[src/rtl/mips_pkg.sv]
// Shared opcodes, function codes and ALU operations for the MIPS32 subset core.
// Also holds the default reset vector and the ALU helper used by the core.
package mips_pkg;

  localparam logic [31:0] RESET_VECTOR_DEF = 32'hBFC0_0000;

  localparam logic [5:0] OP_SPECIAL = 6'h00;
  localparam logic [5:0] OP_J       = 6'h02;
  localparam logic [5:0] OP_JAL     = 6'h03;
  localparam logic [5:0] OP_BEQ     = 6'h04;
  localparam logic [5:0] OP_BNE     = 6'h05;
  localparam logic [5:0] OP_ADDIU   = 6'h09;
  localparam logic [5:0] OP_SLTI    = 6'h0A;
  localparam logic [5:0] OP_SLTIU   = 6'h0B;
  localparam logic [5:0] OP_ANDI    = 6'h0C;
  localparam logic [5:0] OP_ORI     = 6'h0D;
  localparam logic [5:0] OP_XORI    = 6'h0E;
  localparam logic [5:0] OP_LUI     = 6'h0F;
  localparam logic [5:0] OP_LW      = 6'h23;
  localparam logic [5:0] OP_SW      = 6'h2B;

  localparam logic [5:0] FN_SLL  = 6'h00;
  localparam logic [5:0] FN_SRL  = 6'h02;
  localparam logic [5:0] FN_SRA  = 6'h03;
  localparam logic [5:0] FN_JR   = 6'h08;
  localparam logic [5:0] FN_JALR = 6'h09;
  localparam logic [5:0] FN_ADDU = 6'h21;
  localparam logic [5:0] FN_SUBU = 6'h23;
  localparam logic [5:0] FN_AND  = 6'h24;
  localparam logic [5:0] FN_OR   = 6'h25;
  localparam logic [5:0] FN_XOR  = 6'h26;
  localparam logic [5:0] FN_SLT  = 6'h2A;
  localparam logic [5:0] FN_SLTU = 6'h2B;

  typedef enum logic [3:0] {
    ALU_ADD,
    ALU_SUB,
    ALU_AND,
    ALU_OR,
    ALU_XOR,
    ALU_SLT,
    ALU_SLTU,
    ALU_SLL,
    ALU_SRL,
    ALU_SRA,
    ALU_LUI
  } alu_op_t;

  // Shifts and LUI operate on b; a is the rs operand.
  function automatic logic [31:0] alu(
    input alu_op_t     op,
    input logic [31:0] a,
    input logic [31:0] b,
    input logic [4:0]  sh
  );
    logic [31:0] y;
    y = '0;
    case (op)
      ALU_ADD:  y = a + b;
      ALU_SUB:  y = a - b;
      ALU_AND:  y = a & b;
      ALU_OR:   y = a | b;
      ALU_XOR:  y = a ^ b;
      ALU_SLT:  y = {31'd0, $signed(a) < $signed(b)};
      ALU_SLTU: y = {31'd0, a < b};
      ALU_SLL:  y = b << sh;
      ALU_SRL:  y = b >> sh;
      ALU_SRA:  y = $unsigned($signed(b) >>> sh);
      ALU_LUI:  y = {b[15:0], 16'h0000};
      default:  y = '0;
    endcase
    return y;
  endfunction

endpackage

[src/rtl/mips_cpu_harvard_regfile.sv]
// 32x32 general-purpose register file: two async read ports, one sync write.
// $0 is never written; the whole file clears on reset.
module mips_regfile
  import mips_pkg::*;
(
  input  logic        clk,
  input  logic        reset,
  input  logic [4:0]  ra1,
  input  logic [4:0]  ra2,
  output logic [31:0] rd1,
  output logic [31:0] rd2,
  input  logic        we,
  input  logic [4:0]  wa,
  input  logic [31:0] wd,
  output logic [31:0] v0
);

  logic [31:0] regs [32];

  always_ff @(posedge clk) begin
    if (reset) begin
      for (int i = 0; i < 32; i++) regs[i] <= '0;
    end else if (we && wa != 5'd0) begin
      regs[wa] <= wd;
    end
  end

  assign rd1 = (ra1 == 5'd0) ? '0 : regs[ra1];
  assign rd2 = (ra2 == 5'd0) ? '0 : regs[ra2];
  assign v0  = regs[2];

endmodule

[src/rtl/mips_cpu_harvard.sv]
// Single-cycle MIPS32 subset core with separate instruction and data ports.
// Branches use one delay slot; the core halts once the PC reaches zero.
module mips_cpu_harvard
  import mips_pkg::*;
#(
  parameter logic [31:0] RESET_VECTOR = RESET_VECTOR_DEF
) (
  input  logic        clk,
  input  logic        reset,
  output logic        active,
  output logic [31:0] register_v0,
  input  logic        clk_enable,
  output logic [31:0] instr_address,
  input  logic [31:0] instr_readdata,
  output logic [31:0] data_address,
  output logic        data_write,
  output logic        data_read,
  output logic [31:0] data_writedata,
  input  logic [31:0] data_readdata
);

  logic [31:0] pc;
  logic [31:0] br_target;
  logic        br_pending;
  logic        active_q;

  logic [5:0]  op;
  logic [4:0]  rs;
  logic [4:0]  rt;
  logic [4:0]  rd;
  logic [4:0]  shamt;
  logic [5:0]  funct;
  logic [15:0] imm;

  logic [31:0] rs_val;
  logic [31:0] rt_val;
  logic [31:0] sext;
  logic [31:0] zext;
  logic [31:0] pc_plus4;
  logic [31:0] pc_plus8;
  logic [31:0] br_addr;
  logic [31:0] j_addr;
  logic [31:0] pc_next;

  alu_op_t     alu_op;
  logic [31:0] opb;
  logic [31:0] alu_y;
  logic [31:0] wd;
  logic [4:0]  wa;
  logic        reg_we;
  logic        wb_link;
  logic        is_lw;
  logic        is_sw;
  logic        take;
  logic [31:0] tgt;
  logic        en;

  assign op    = instr_readdata[31:26];
  assign rs    = instr_readdata[25:21];
  assign rt    = instr_readdata[20:16];
  assign rd    = instr_readdata[15:11];
  assign shamt = instr_readdata[10:6];
  assign funct = instr_readdata[5:0];
  assign imm   = instr_readdata[15:0];

  assign sext     = {{16{imm[15]}}, imm};
  assign zext     = {16'h0000, imm};
  assign pc_plus4 = pc + 32'd4;
  assign pc_plus8 = pc + 32'd8;
  assign br_addr  = pc_plus4 + {sext[29:0], 2'b00};
  assign j_addr   = {pc_plus4[31:28], instr_readdata[25:0], 2'b00};

  assign en = clk_enable & active_q;

  mips_regfile u_regfile (
    .clk   (clk),
    .reset (reset),
    .ra1   (rs),
    .ra2   (rt),
    .rd1   (rs_val),
    .rd2   (rt_val),
    .we    (reg_we & en),
    .wa    (wa),
    .wd    (wd),
    .v0    (register_v0)
  );

  always_comb begin
    alu_op  = ALU_ADD;
    opb     = rt_val;
    wa      = rt;
    reg_we  = 1'b0;
    wb_link = 1'b0;
    is_lw   = 1'b0;
    is_sw   = 1'b0;
    take    = 1'b0;
    tgt     = br_addr;
    case (op)
      OP_SPECIAL: begin
        wa     = rd;
        reg_we = 1'b1;
        case (funct)
          FN_ADDU: alu_op = ALU_ADD;
          FN_SUBU: alu_op = ALU_SUB;
          FN_AND:  alu_op = ALU_AND;
          FN_OR:   alu_op = ALU_OR;
          FN_XOR:  alu_op = ALU_XOR;
          FN_SLT:  alu_op = ALU_SLT;
          FN_SLTU: alu_op = ALU_SLTU;
          FN_SLL:  alu_op = ALU_SLL;
          FN_SRL:  alu_op = ALU_SRL;
          FN_SRA:  alu_op = ALU_SRA;
          FN_JR: begin
            reg_we = 1'b0;
            take   = 1'b1;
            tgt    = rs_val;
          end
          FN_JALR: begin
            wb_link = 1'b1;
            take    = 1'b1;
            tgt     = rs_val;
          end
          default: reg_we = 1'b0;
        endcase
      end
      OP_ADDIU: begin reg_we = 1'b1; opb = sext; end
      OP_SLTI: begin
        reg_we = 1'b1; opb = sext; alu_op = ALU_SLT;
      end
      OP_SLTIU: begin
        reg_we = 1'b1; opb = sext; alu_op = ALU_SLTU;
      end
      OP_ANDI: begin
        reg_we = 1'b1; opb = zext; alu_op = ALU_AND;
      end
      OP_ORI: begin
        reg_we = 1'b1; opb = zext; alu_op = ALU_OR;
      end
      OP_XORI: begin
        reg_we = 1'b1; opb = zext; alu_op = ALU_XOR;
      end
      OP_LUI: begin
        reg_we = 1'b1; opb = zext; alu_op = ALU_LUI;
      end
      OP_LW:  begin reg_we = 1'b1; is_lw = 1'b1; end
      OP_SW:  is_sw = 1'b1;
      OP_BEQ: take = (rs_val == rt_val);
      OP_BNE: take = (rs_val != rt_val);
      OP_J: begin take = 1'b1; tgt = j_addr; end
      OP_JAL: begin
        take    = 1'b1;
        tgt     = j_addr;
        reg_we  = 1'b1;
        wa      = 5'd31;
        wb_link = 1'b1;
      end
      default: ;
    endcase
  end

  assign alu_y = alu(alu_op, rs_val, opb, shamt);

  always_comb begin
    unique case (1'b1)
      wb_link: wd = pc_plus8;
      is_lw:   wd = data_readdata;
      default: wd = alu_y;
    endcase
  end

  // A latched target only takes effect after the delay slot has issued.
  assign pc_next = br_pending ? br_target : pc_plus4;

  always_ff @(posedge clk) begin
    if (reset) begin
      pc         <= RESET_VECTOR;
      br_pending <= 1'b0;
      br_target  <= '0;
      active_q   <= 1'b1;
    end else if (en) begin
      pc         <= pc_next;
      br_pending <= take;
      br_target  <= tgt;
      if (pc_next == 32'h0) active_q <= 1'b0;
    end
  end

  assign active         = active_q;
  assign instr_address  = pc;
  assign data_address   = rs_val + sext;
  assign data_writedata = rt_val;
  assign data_read      = is_lw & active_q;
  assign data_write     = is_sw & active_q & clk_enable;

endmodule

[config.mk]
export PLATFORM = sky130hd
export DESIGN_NAME = mips_cpu_harvard
export DESIGN_NICKNAME = d
export VERILOG_FILES = /design/src/rtl/mips_pkg.sv /design/src/rtl/mips_cpu_harvard_regfile.sv /design/src/rtl/mips_cpu_harvard.sv
export SDC_FILE = /design/constraint.sdc
export NUM_CORES = 2
export LEC_CHECK = 0
export BUFFER_PORTS_ARGS = -buffer_cell sky130_fd_sc_hd__buf_2
export CAP_MARGIN = 30
export CORE_AREA = 2 2 427 429
export CTS_BUF_LIST = sky130_fd_sc_hd__clkbuf_8 sky130_fd_sc_hd__clkbuf_16
export DETAILED_ROUTE_END_ITERATION = 6
export DIE_AREA = 0 0 429 431
export HOLD_SLACK_MARGIN = 0.03
export PLACE_DENSITY = 0.56
export SLEW_MARGIN = 5
export SYNTH_ARGS = -nofsm -noshare
export SYNTH_HDL_FRONTEND = slang
export SYNTH_HIERARCHICAL = 1
export SYNTH_SLANG_ARGS = --single-unit
[constraint.sdc]
create_clock -name clk -period 15.3 [get_ports clk]
set_input_delay 3.06 -clock clk [delete_from_list [all_inputs] [get_ports clk]]
set_output_delay 3.06 -clock clk [all_outputs]
set_load 0.02 [all_outputs]
==> impl_metrics.yaml <==
yosys:
  ys_seq_area_share_pct: 44.7
  syn-instance-count: 6099
  synth-main-ff-cell: "edfxtp_1"
  synth-seq-cells: 1090
  ys_types: 101
  ys_warn_count: 6
  syn_avg_cell_area_sq_um: 11.8
  synth-edff-count: 1024
  ys_async_sr_fraction_pct: 0
  synth_area_sq_um: 71800
detailed_routing:
  vias: 56900
  viasPerCell: 6.61
  firstDrtPassIters: 7
  first_iter_violations: 8650
  drt_wl_total_mm: 321
  ant_nets: 0
  drc_errors: 0
  wire_per_inst_um: 37.2
clock_tree:
  cts-root-buf: "clkbuf_16"
  cts.sinks: 1090
  cts_tree: "done"
  hold_buffers: 0
  clk_path_buf_depth: 3
  cts_resized: 0
  htreeDepth: 3
  path_clk_slew_ps: 60
  postCtsSetupBuffers: 0
  numCtsBuffers: 118
  worstSkewPairLatency_ps: 820
final_layout:
  mostFrequentLayoutCell: "edfxtp_1"
  layout-drive-gt1-share_pct: 21.7
  final_nets: 6378
  design_area_sq_um: 79800
  most-common-layout-cells: "edfxtp_1 (1024), and2_1 (1013), mux4_2 (494)"
  area_growth_pct: 11.2
global_routing:
  grt_pass1_wl_mm: 440
  grt.total_usage_pct: 33.9
  grt_max_degree: 105
  antenna_found_initial: 27
  overflow: 0
  grt_pass1_vias: 55000
placed_design:
  dpl_worst_slack_ps: 3350
  gp_congestion: 0.984
  placed_cell_area_sq_um: 76000
  port_buffers: 197
  hpwlAfterDp_mm: 214
setup_path:
  crit_path_max_incr_delay_ps: 650
  crit_type: "primary input to output port"
  path_buf_inv: 4
  slowest_stage: "buf_12"
  worstPathMaxFanout: 101
  path_delay_family: "compound AO/OA/AOI/OAI gates"
  cp-start-kind: "primary input"
  path_cells: "buf_8, buf_12, nor2b_1, a22oi_1, a21oi_1, nor3_2, buf_4, ha_1, nor2b_1, o21a_1, o21ai_0, a31oi_1, a32oi_1, a311oi_1, a311oi_1, a21o_1, nand2_1, a21oi_1, xnor2_1, buf_2"
  setup.worst_path.end_class: "output port"
  crit_arrival_ps: 8980
  crit_required_ps: 12240
timing:
  setup_tns_ps: 0
  slew_violations: 0
  min_period_over_period_pct: 78.7
  rsz0062_at_grt: "false"
  timing.fmax_mhz: 83.0
  setup_ws_ps: 3260
  hold_violations: 0
  min_period_ps: 12040
  skew_ps: 97.4
  setup_viol: 0
  relSlewSlack_pct: 24.2
  worstMarginPinSlew_ps: 1140
die:
  dieWidth_um: 429
  fp-row-count: 156
  die_area_sq_um: 185000
  coreArea_sq_um: 180000
  start_util_pct: 39.8
  ioPinCount: 198
  die_h_um: 431
power_and_ir_drop:
  p_per_area_nw_per_um2: 111
  irDropWorstVdd_uv: 96.4
  leakage_uw: 0.0300
outcome:
  status: "finished, final reports clean"
job:
  drv_cap: 0
min_path:
  hold_class: "flop to flop"
==> logic make-up after synthesis <==
| kind of cell | Yosys count | share of synthesized area, % |
|---|---|---|
| buf+inv | 699 | 4.09 |
| compound gates | 1159 | 11.0 |
| xor+xnor | 160 | 1.95 |
| fa+ha+maj | 169 | 2.99 |
| mux | 783 | 19.7 |
| other cells | 1 | 0.00523 |
| simple gates | 2038 | 15.5 |
| flops | 1090 | 44.7 |
==> worst paths after layout <==
path,end,slack (ps),depth (start not counted),startpoint
min,br_target[18],490,2,br_target[18]
min reg2reg,br_target[18],490,2,br_target[18]
max reg2reg,u_regfile/regs[30][29],7880,21,u_regfile/regs[19][1]
max,data_address[28],3260,20,instr_readdata[22]
==> report_power, final <==
part           leakage, uW  internal (uW)  switching [uW]  total, uW
clock              0.00198           1580            1270       2850
sequential          0.0111           3360            70.8       3440
combinational       0.0169            774            1800       2570
==> area by class of cell <==
| class | count | area [sq um] |
|---|---|---|
| sequential | 1090 | 32100 |
| inverter | 132 | 495 |
| timing repair buffer | 459 | 3090 |
| clock buffer | 122 | 3030 |
| tap | 2370 | 2970 |
| multi-input combinational | 4341 | 37400 |
| clock inverter | 94 | 751 |
| antenna | 6 | 15.0 |
| fill | 16600 | 100000 |
==> registers in the layout (all words and copies together) (netlist names) <==
register	count
u_regfile/regs	1024
instr_address	32
active	1
br_target	32
br_pending	1
==> metal layers <==
metal,global-route usage (%),share of wire [%]
met1,44.0,38
met2,50.8,43
met3,8.22,12
met4,21.8,7.5
met5,0,0.037
==> tightest hold or removal path, delay by kind of cell, from the launching register on <==
| kind | cells | cell delay (ps) |
|---|---|---|
| DFF | 1 | 310 |
| and+or+nand+nor | 2 | 150 |
==> through the flow <==
| stage | cells | hold slack [ps] | utilization [%] | power (uW) |
|---|---|---|---|---|
| 2_1_floorplan | 6130 | 457 | - | 4880 |
| 3_3_place_gp | 8383 | 478 | 42.2 | 5960 |
| 3_5_place_dp | 8391 | 478 | 42.2 | 5980 |
| 4_1_cts | 8607 | 491 | 44.3 | 8800 |
| 5_1_grt | 8609 | 510 | 44.3 | 9080 |
| 6_report | 8614 | 494 | 44.3 | 8850 |
==> Yosys cell counts, drive strengths merged (20+ instances only) <==
cell | instances | share of area (%)
inv | 129 | 0.67
nor3 | 125 | 0.88
or2 | 46 | 0.40
a221oi | 27 | 0.35
dfxtp | 66 | 1.8
nand4 | 29 | 0.25
nand3 | 88 | 0.61
a31oi | 33 | 0.29
mux2 | 46 | 0.72
o211ai | 49 | 0.51
edfxtp | 1024 | 43
a22oi | 35 | 0.37
a21oi | 265 | 1.9
a211oi | 68 | 0.71
mux4 | 494 | 16
nor4 | 20 | 0.20
buf | 162 | 1.3
xor2 | 42 | 0.51
a221o | 40 | 0.56
nand2 | 235 | 1.2
o22ai | 110 | 0.97
nor2b | 24 | 0.21
ha | 165 | 2.9
o221ai | 39 | 0.48
clkbuf | 405 | 2.1
a2111oi | 38 | 0.46
and2 | 1014 | 8.8
nor2 | 350 | 1.8
a22o | 58 | 0.71
nand2b | 43 | 0.37
mux2i | 243 | 3.5
a21o | 43 | 0.45
xnor2 | 118 | 1.4
o21ai | 194 | 1.4
No activity file was read; power rests on OpenSTA's default activity.
